## src/rtl/uart_tx_pkg.sv

```systemverilog
// Shared types and constants for the UART transmit-side arbitration blocks.
package uart_tx_pkg;

  localparam int UART_DATA_W  = 8;
  localparam int UART_MAX_REQ = 8;

  typedef enum logic [1:0] {
    IDLE    = 2'd0,
    LAUNCH  = 2'd1,
    SENDING = 2'd2,
    DONE    = 2'd3
  } state_t;

endpackage

```

## src/rtl/uart_rr_pick.sv

```systemverilog
// Combinational round-robin selector: first set request strictly after i_ptr, with wrap.
module uart_rr_pick #(
  parameter int N  = 4,
  parameter int PW = (N > 1) ? $clog2(N) : 1
) (
  input  logic [N-1:0]  i_req,
  input  logic [PW-1:0] i_ptr,
  output logic [N-1:0]  o_onehot,
  output logic [PW-1:0] o_idx,
  output logic          o_valid
);

  logic [PW-1:0] w_cand;
  logic          w_hit;

  // Scan N positions starting at i_ptr+1; the last position checked is i_ptr itself.
  always_comb begin
    o_onehot = '0;
    o_idx    = '0;
    o_valid  = 1'b0;
    w_cand   = '0;
    w_hit    = 1'b0;
    for (int k = 1; k <= N; k++) begin
      w_cand           = PW'((int'(i_ptr) + k) % N);
      w_hit            = !o_valid && i_req[w_cand];
      o_onehot[w_cand] = o_onehot[w_cand] | w_hit;
      o_idx            = w_hit ? w_cand : o_idx;
      o_valid          = o_valid | w_hit;
    end
  end

endmodule

```

## src/rtl/uart_tx_arbiter.sv

```systemverilog
// Round-robin scheduler sharing one UART transmitter among NUM_REQ byte requesters.
// Define UART_TX_ARB_TIMEOUT_EN to build the LAUNCH+SENDING abort timer.
module uart_tx_arbiter
  import uart_tx_pkg::*;
#(
  parameter int NUM_REQ        = 4,
  parameter int TIMEOUT_CYCLES = 200000
) (
  input  logic                           clock,
  input  logic                           reset_n,
  input  logic [NUM_REQ-1:0]             req,
  input  logic [UART_DATA_W*NUM_REQ-1:0] req_data,
  output logic [NUM_REQ-1:0]             grant,
  output logic [NUM_REQ-1:0]             ack,
  output logic [UART_DATA_W-1:0]         tx_data,
  output logic                           tx_send,
  input  logic                           tx_active,
  input  logic                           tx_done,
  output logic                           busy,
  output logic                           timeout_err
);

  localparam int PW = $clog2(NUM_REQ);

  state_t                 r_state;
  logic [NUM_REQ-1:0]     r_grant;
  logic [NUM_REQ-1:0]     r_ack;
  logic [UART_DATA_W-1:0] r_tx_data;
  logic                   r_tx_send;
  logic                   r_busy;
  logic                   r_timeout_err;
  logic [PW-1:0]          r_ptr;
  logic [PW-1:0]          r_idx;

  state_t                 w_state_nxt;
  logic [NUM_REQ-1:0]     w_grant_nxt;
  logic [NUM_REQ-1:0]     w_ack_nxt;
  logic [UART_DATA_W-1:0] w_tx_data_nxt;
  logic                   w_tx_send_nxt;
  logic                   w_busy_nxt;
  logic                   w_terr_nxt;
  logic [PW-1:0]          w_ptr_nxt;
  logic [PW-1:0]          w_idx_nxt;

  logic [NUM_REQ-1:0]     w_pick_onehot;
  logic [PW-1:0]          w_pick_idx;
  logic                   w_pick_valid;
  logic [UART_DATA_W-1:0] w_pick_data;
  logic                   w_timeout;

  uart_rr_pick #(
    .N  (NUM_REQ),
    .PW (PW)
  ) u_pick (
    .i_req    (req),
    .i_ptr    (r_ptr),
    .o_onehot (w_pick_onehot),
    .o_idx    (w_pick_idx),
    .o_valid  (w_pick_valid)
  );

  assign w_pick_data = req_data[{w_pick_idx, 3'b000} +: UART_DATA_W];

`ifdef UART_TX_ARB_TIMEOUT_EN
  localparam int CNT_W = $clog2(TIMEOUT_CYCLES + 1);
  logic [CNT_W-1:0] r_cnt;

  // Cycle counter: zero in IDLE/DONE, so it starts at 0 on the first LAUNCH cycle.
  always_ff @(posedge clock or negedge reset_n) begin
    if (!reset_n) begin
      r_cnt <= '0;
    end else if ((r_state == LAUNCH) || (r_state == SENDING)) begin
      r_cnt <= r_cnt + CNT_W'(1);
    end else begin
      r_cnt <= '0;
    end
  end

  assign w_timeout = ((r_state == LAUNCH) || (r_state == SENDING)) &&
                     (r_cnt == CNT_W'(TIMEOUT_CYCLES - 1));
`else
  logic w_unused_timeout_cfg;
  assign w_unused_timeout_cfg = (TIMEOUT_CYCLES > 0);
  assign w_timeout            = 1'b0;
`endif

  // Next-state and next-output decode; every output is registered below.
  always_comb begin
    w_state_nxt   = r_state;
    w_grant_nxt   = r_grant;
    w_ack_nxt     = '0;
    w_tx_data_nxt = r_tx_data;
    w_tx_send_nxt = r_tx_send;
    w_terr_nxt    = r_timeout_err;
    w_ptr_nxt     = r_ptr;
    w_idx_nxt     = r_idx;
    case (r_state)
      IDLE: begin
        if (w_pick_valid) begin
          w_state_nxt   = LAUNCH;
          w_grant_nxt   = w_pick_onehot;
          w_idx_nxt     = w_pick_idx;
          w_tx_data_nxt = w_pick_data;
          w_tx_send_nxt = 1'b1;
        end else begin
          w_grant_nxt   = '0;
          w_tx_send_nxt = 1'b0;
        end
      end
      LAUNCH: begin
        // Timeout wins here so the counter can never run past its compare value.
        if (w_timeout) begin
          w_state_nxt   = IDLE;
          w_grant_nxt   = '0;
          w_tx_send_nxt = 1'b0;
          w_terr_nxt    = 1'b1;
          w_ptr_nxt     = r_idx;
        end else if (tx_active) begin
          w_state_nxt   = SENDING;
          w_tx_send_nxt = 1'b0;
        end else begin
          w_tx_send_nxt = 1'b1;
        end
      end
      SENDING: begin
        if (!tx_active && tx_done) begin
          w_state_nxt = DONE;
          w_ack_nxt   = r_grant;
          w_grant_nxt = '0;
          w_ptr_nxt   = r_idx;
          w_terr_nxt  = 1'b0;
        end else if (w_timeout) begin
          w_state_nxt   = IDLE;
          w_grant_nxt   = '0;
          w_tx_send_nxt = 1'b0;
          w_terr_nxt    = 1'b1;
          w_ptr_nxt     = r_idx;
        end else begin
          w_tx_send_nxt = 1'b0;
        end
      end
      DONE: begin
        w_state_nxt = IDLE;
        w_grant_nxt = '0;
      end
      default: begin
        w_state_nxt   = IDLE;
        w_grant_nxt   = '0;
        w_tx_send_nxt = 1'b0;
      end
    endcase
    w_busy_nxt = (w_state_nxt != IDLE);
  end

  // State and registered outputs; pointer resets to the top so requester 0 wins first.
  always_ff @(posedge clock or negedge reset_n) begin
    if (!reset_n) begin
      r_state       <= IDLE;
      r_grant       <= '0;
      r_ack         <= '0;
      r_tx_data     <= '0;
      r_tx_send     <= 1'b0;
      r_busy        <= 1'b0;
      r_timeout_err <= 1'b0;
      r_ptr         <= PW'(NUM_REQ - 1);
      r_idx         <= '0;
    end else begin
      r_state       <= w_state_nxt;
      r_grant       <= w_grant_nxt;
      r_ack         <= w_ack_nxt;
      r_tx_data     <= w_tx_data_nxt;
      r_tx_send     <= w_tx_send_nxt;
      r_busy        <= w_busy_nxt;
      r_timeout_err <= w_terr_nxt;
      r_ptr         <= w_ptr_nxt;
      r_idx         <= w_idx_nxt;
    end
  end

  assign grant       = r_grant;
  assign ack         = r_ack;
  assign tx_data     = r_tx_data;
  assign tx_send     = r_tx_send;
  assign busy        = r_busy;
  assign timeout_err = r_timeout_err;

endmodule

```

## config.mk

```make
export PLATFORM = sky130hd
export DESIGN_NAME = uart_tx_arbiter
export DESIGN_NICKNAME = d
export VERILOG_FILES = /design/src/rtl/uart_tx_pkg.sv /design/src/rtl/uart_rr_pick.sv /design/src/rtl/uart_tx_arbiter.sv
export SDC_FILE = /design/constraint.sdc
export NUM_CORES = 1
export LEC_CHECK = 0
export ABC_AREA = 1
export BUFFER_PORTS_ARGS = -buffer_cell sky130_fd_sc_hd__buf_2
export CAP_MARGIN = 20
export CORE_ASPECT_RATIO = 2
export CORE_UTILIZATION = 47
export CTS_BUF_LIST = sky130_fd_sc_hd__clkbuf_8
export DETAILED_ROUTE_END_ITERATION = 16
export GPL_ROUTABILITY_DRIVEN = 0
export PLACE_DENSITY = 0.78
export SYNTH_ARGS = -nofsm -noshare
export SYNTH_HDL_FRONTEND = slang
export SYNTH_SLANG_ARGS = --single-unit
```

## constraint.sdc

```tcl
create_clock -name clock -period 2.7 [get_ports clock]
set_input_delay 0.27 -clock clock [delete_from_list [all_inputs] [get_ports clock]]
set_output_delay 0.27 -clock clock [all_outputs]
set_load 0.01 [all_outputs]
```

Word level (Yosys, flattened, before mapping) --
Cells that the tools add are included.
Storage, ports and cells: register bits 24, bits of input ports 40, RAM bits 0, latch bits 0, logic and storage cells 98, memory bits (read-only) 0, memories 0, output and inout port bits 19
Operators by class: $add $sub $neg 4, eq/ne operators 5, bitwise logic cells 9, multiplexer cells 44, $lt $le $gt $ge 8, multipliers 0, reduce and logical (&&, ||, !) cells 19, div/mod/pow operators 0, shift-type cells 1
Operators by type and width (count):
- $shiftx 32x6->8 | 1
- $bmux 1 s2 | 8
- $mux 4 | 4
- $mux 1 | 15
- $mux 2 | 7
- $bwmux 4 | 3
- $lt 2x3->1 const B | 4
- $pmux 4 s3 | 1
- $demux 1 s2 | 4
- $ge 2x1->1 const B | 4
- $logic_and 1x1->1 | 8
- $pmux 2 s4 | 1
- $reduce_and 2->1 | 4
- $or 1x1->1 | 7
- $add 2x1->2 const B | 2
- $add 2x2->2 const B | 2
- $and 4x4->4 | 1
- $eq 2x2->1 const B | 2
- $logic_not 1->1 | 4
- $ne 2x2->1 const B | 2
- $pmux 1 s3 | 1
- $reduce_bool 3->1 | 1
- $eq 2x1->1 const B | 1
- $logic_not 2->1 | 1
- 2 further kinds | 2

Depth between registers and ports, before layout --
depth after elaboration 20, gate-level depth with buffers 20, gate-level depth less buffers 19

Hierarchy --
Synthesis repeated with hierarchy kept, for this count alone.
Unflattened totals: cell total of the unflattened synthesis 302, area total of the unflattened synthesis 1915.6 µm²
By module, submodules not included:
- uart_tx_arbiter | cells each 194, times used 1, area each 1373.8 µm², sequential area each 603.1 µm²
- uart_rr_pick | cells each 108, times used 1, area each 541.8 µm², sequential area each 0.0 µm²

Least setup slack after synthesis --
No wires, ideal clock.
kind register to register, from register r_ptr[0], to register r_grant[1], in the netlist grant[1], cell stages (with the launch flop) 20, arrival time 2.479 ns, path buffers 2, period minus slack after synthesis 2.595 ns, setup time 0.116 ns, required time 2.584 ns, setup slack 0.105 ns, cells stage by stage dfstp_2 -> inv_1 -> buf_6 -> ha_1 -> inv_1 -> nand3_4 -> nand2_4 -> or2_1 -> buf_6 -> nand3_1 -> nand3_1 -> nand3_1 -> nand2_2 -> nand3_1 -> nand3_1 -> nand3_2 -> nand2_2 -> nand3_1 -> nand2_1 -> nand2_1
Between the ends: cells in the longest elaborated chain, start to end 20, elaborated cells between the ends (all ways) 59, classes of those cells add/sub: 4; order compare: 8; mux: 29; bitwise: 8; reduce/logical: 10
Ends and longest elaborated chain:
- start: declaration | RTL line uart_tx_arbiter.sv:32 | logic [PW-1:0] r_ptr;
- start signal: assignment | RTL line uart_tx_arbiter.sv:165 | r_ptr <= PW'(NUM_REQ - 1);
- start signal: assignment | RTL line uart_tx_arbiter.sv:175 | r_ptr <= w_ptr_nxt;
- $add 2x1->2 | RTL line uart_rr_pick.sv:24 | w_cand = PW'((int'(i_ptr) + k) % N);
- $lt 2x3->1 (not written as such) or $ge 2x1->1 (tied branches) | RTL line uart_rr_pick.sv:26 | o_onehot[w_cand] = o_onehot[w_cand] | w_hit;
- $logic_and 1x1->1 (not written as such) | RTL line uart_rr_pick.sv:26
- $mux 1 (not written as such) | RTL line uart_rr_pick.sv:26
- $demux 1 s2
- $and 4x4->4 (no line)
- $bmux 1 s2 | RTL line uart_rr_pick.sv:26
- $mux 1 (not written as such) | RTL line uart_rr_pick.sv:26
- [... 4 more ...]
- $or 1x1->1 | RTL line uart_rr_pick.sv:26
- $bwmux 4 | RTL line uart_rr_pick.sv:26
- $bmux 1 s2 | RTL line uart_rr_pick.sv:26
- $mux 1 (not written as such) | RTL line uart_rr_pick.sv:26
- $or 1x1->1 | RTL line uart_rr_pick.sv:26
- $bwmux 4 | RTL line uart_rr_pick.sv:26
- $mux 4 (*) | RTL line uart_tx_arbiter.sv:99 | if (w_pick_valid) begin
- $pmux 4 s3 (*) | RTL line uart_tx_arbiter.sv:97 | case (r_state)
- end signal: assignment | RTL line uart_tx_arbiter.sv:169 | r_grant <= w_grant_nxt;
- end: declaration | RTL line uart_tx_arbiter.sv:26 | logic [NUM_REQ-1:0] r_grant;
Every way passes the cells marked *; elsewhere a longest branch is shown, timed or not. The select of a mux whose other input is x is not followed. A chain may end at the register's enable or synchronous reset.

Worst setup path in the final report --
from register r_ptr[0], to register r_grant[3], in the netlist grant[3]
Same word-level chain as after synthesis.

==> reports/qor.yml <==
yosysMostFrequentCell: "nand2_1"
die_x_um: 45.93
postSynthCellCount: 254
place_inst: 361
finalCritPeriodShare_pct: 98.10
fp-row-count: 31
dieArea_um2: 4128
reg2reg_slack_ns: 0.05
initial_core_util_pct: 49.76
cp.arrival_ns: 2.80
clk_latency_ns: 0.26
synth_common_cells: "nand2_1, nand3_1, nor2_1, inv_1, dfrtp_1"
fin_worst_skew_ns: 0.001917
rr_worst_depth: 19
hp-start: "req_data[9]"
antenna_found_initial: 0
seqCellArea_um2: 603.1
place.port_buffers: 57
fin_crit_ns: 2.649
multi_input_comb_area_um2: 1175
min_to: "tx_data[1]"
grt_pass1_wl_um: 8355
setup_violations: 0
endpoint_kind: "register"
fin_nets: 369
grt_usage_pct: 26.45
cts_sinks: 24
tightest_slew_ns: 0.5617
clock-root-buffer: "clkbuf_8"
r2r_start: "r_ptr[0]"
placed_cell_area_um2: 2157
hold_viol: 0
drtIter0Drc: 56
hold_path.class: "input port to register"
holdWs_ns: 0.2611
htreeDepth: 1
routed_via_density: 5.382
syn_area_per_cell_um2: 7.143
core_area_um2: 3646
min_path_cells: 3
hpwl_um: 3826
report.final.slew_viol_count: 0
area_delta_synth_final_pct: 32.41
synth_top_cell_by_area: "dfrtp_1"
yosys-top-cells-area: "dfrtp_1, nand2_1, nand3_1"
firstDrtPassIters: 4
cts.clk_slew.worst_paths_ns: 0.08
final_area_um2: 2402
grt_max_degree: 25
die_y_um: 89.87
yosysTopAreaCellShare_pct: 30.34
cap_violations: 0
antennaDiodeCount: 0
status: "complete, no violations"
synth-seq-area-share_pct: 33.24
final_antenna_net_count: 0
synth_area_um2: 1814
fin_cells: 369
ys_ff_latch: 24
numCtsBuffers: 3
wl_per_cell_um: 14.26
ys_types: 33
critPathLaunchType: "register"
via_count: 1986
yosys_most_used_dff: "dfrtp_1"
layout-drive-gt1-share_pct: 36.25
cts_buffer_depth: 2
async_reset_ff_share_pct: 100.0
grt_pass1_vias: 1999
regToRegEndpoint: "grant[3]"
worstPathRequired_ns: 2.86
drc_errors: 0
slew_headroom_pct: 62.16
synth_edf_count: 0
cts_tree: "done"
crit_type: "register to register"
ys_warn_count: 0
syn_nets: 302
fillerInstances: 334
fmax_mhz: 377.5
wl_um: 5261
critPathMaxFanout: 9
grt.overflow.total: 0
ioPinCount: 59
==> worst max-delay path by stage <==
| stage | startpoint | cells after the start | endpoint |
|---|---|---|---|
| 2_1_floorplan | r_ptr[0] | 19 | grant[1] |
| 3_3_place_gp | r_ptr[0] | 17 | grant[1] |
| 3_5_place_dp | r_ptr[0] | 17 | grant[3] |
| 4_1_cts | r_ptr[0] | 17 | grant[3] |
| 5_1_grt | r_ptr[0] | 19 | grant[3] |
| 6_report | r_ptr[0] | 19 | grant[3] |
==> cell type report <==
type,count,share of cell area [%]
multi-input combinational,195,48.91
clock buffer,3,1.719
sequential,24,25.10
timing repair buffer,70,16.20
clock inverter,1,1.250
inverter,27,4.271
tap,49,2.552
==> routing by layer <==
layer  share of wire [%]  GRT usage, %  vias up
met5                   0             0        -
met4                 3.6         8.824        0
met3                 5.1         3.012       19
met2                  57         50.23       98
met1                  34         26.87      894
li1                    -             -      975
==> registers in the layout, summed over array words and instances, names as in the netlist <==
| signal | flops |
|---|---|
| r_idx | 2 |
| ack | 4 |
| grant | 4 |
| r_state | 2 |
| busy | 1 |
| tx_data | 8 |
| r_ptr | 2 |
| tx_send | 1 |
==> metrics by stage <==
stage / utilization (%) / setup slack, ns / setup TNS (ns)
2_1_floorplan: - / 0.1047 / 0
4_1_cts: 61.39 / 0.01930 / 0
3_3_place_gp: 59.16 / 0.02284 / 0
6_report: 65.89 / 0.05126 / 0
5_1_grt: 65.89 / -0.09808 / -0.3638
3_5_place_dp: 59.16 / 0.04118 / 0
==> cells in the final DEF (no fill, tap or decap), types with 2 or more instances in the layout <==
cell type  Yosys  final
buf_4          1     11
buf_2          0     57
o21ai_1       11     11
inv_2          1      2
nand3_2        2     22
nand2_2        3      2
nor2_1        32     32
nand3_1       33     13
a31oi_1        6      6
clkbuf_8       0      3
nand2_4        3      5
a21oi_1        9      9
inv_1         25     24
nand2_1       53     52
o21bai_1       6      6
o21ai_0       12     12
dfrtp_1       22     22
ha_1           8      6
o311ai_1       2      2
nor3_1         3      3
dfstp_2        2      2
==> logic make-up after synthesis <==
| group | count (synthesis) | synth area share (%) |
|---|---|---|
| compound gates | 50 | 16.21 |
| simple gates | 136 | 35.24 |
| buf+inv | 35 | 9.586 |
| fa+ha+maj | 8 | 5.517 |
| flops | 24 | 33.24 |
| other cells | 1 | 0.2067 |
==> worst max-delay path, cell delays in order, from the launching register on <==
cell	delay, ns
dfstp_2	0.54
inv_1	0.07
ha_4	0.29
inv_2	0.06
nand3_4	0.10
nand2_4	0.09
nand3_1	0.09
nand3_1	0.10
nand2_2	0.15
nand3_2	0.10
nand3_2	0.11
nand3_2	0.09
nand2_4	0.11
nand3_2	0.10
nand3_2	0.10
nand3_2	0.10
nand2_4	0.11
nand3_2	0.09
nand2_1	0.10
nand2_1	0.06
==> what timing repair did <==
action / in CTS / in global routing
setup buffers: 0 / 3
endpoints found under the hold margin: 22 / 0
hold buffers: 1 / 0
setup endpoints to repair: 0 / 12
gates resized for setup: 0 / 29
Power is left out: the tool's default activity adds up to more than one toggle a clock period on the data nets, which glitch-free logic cannot reach.
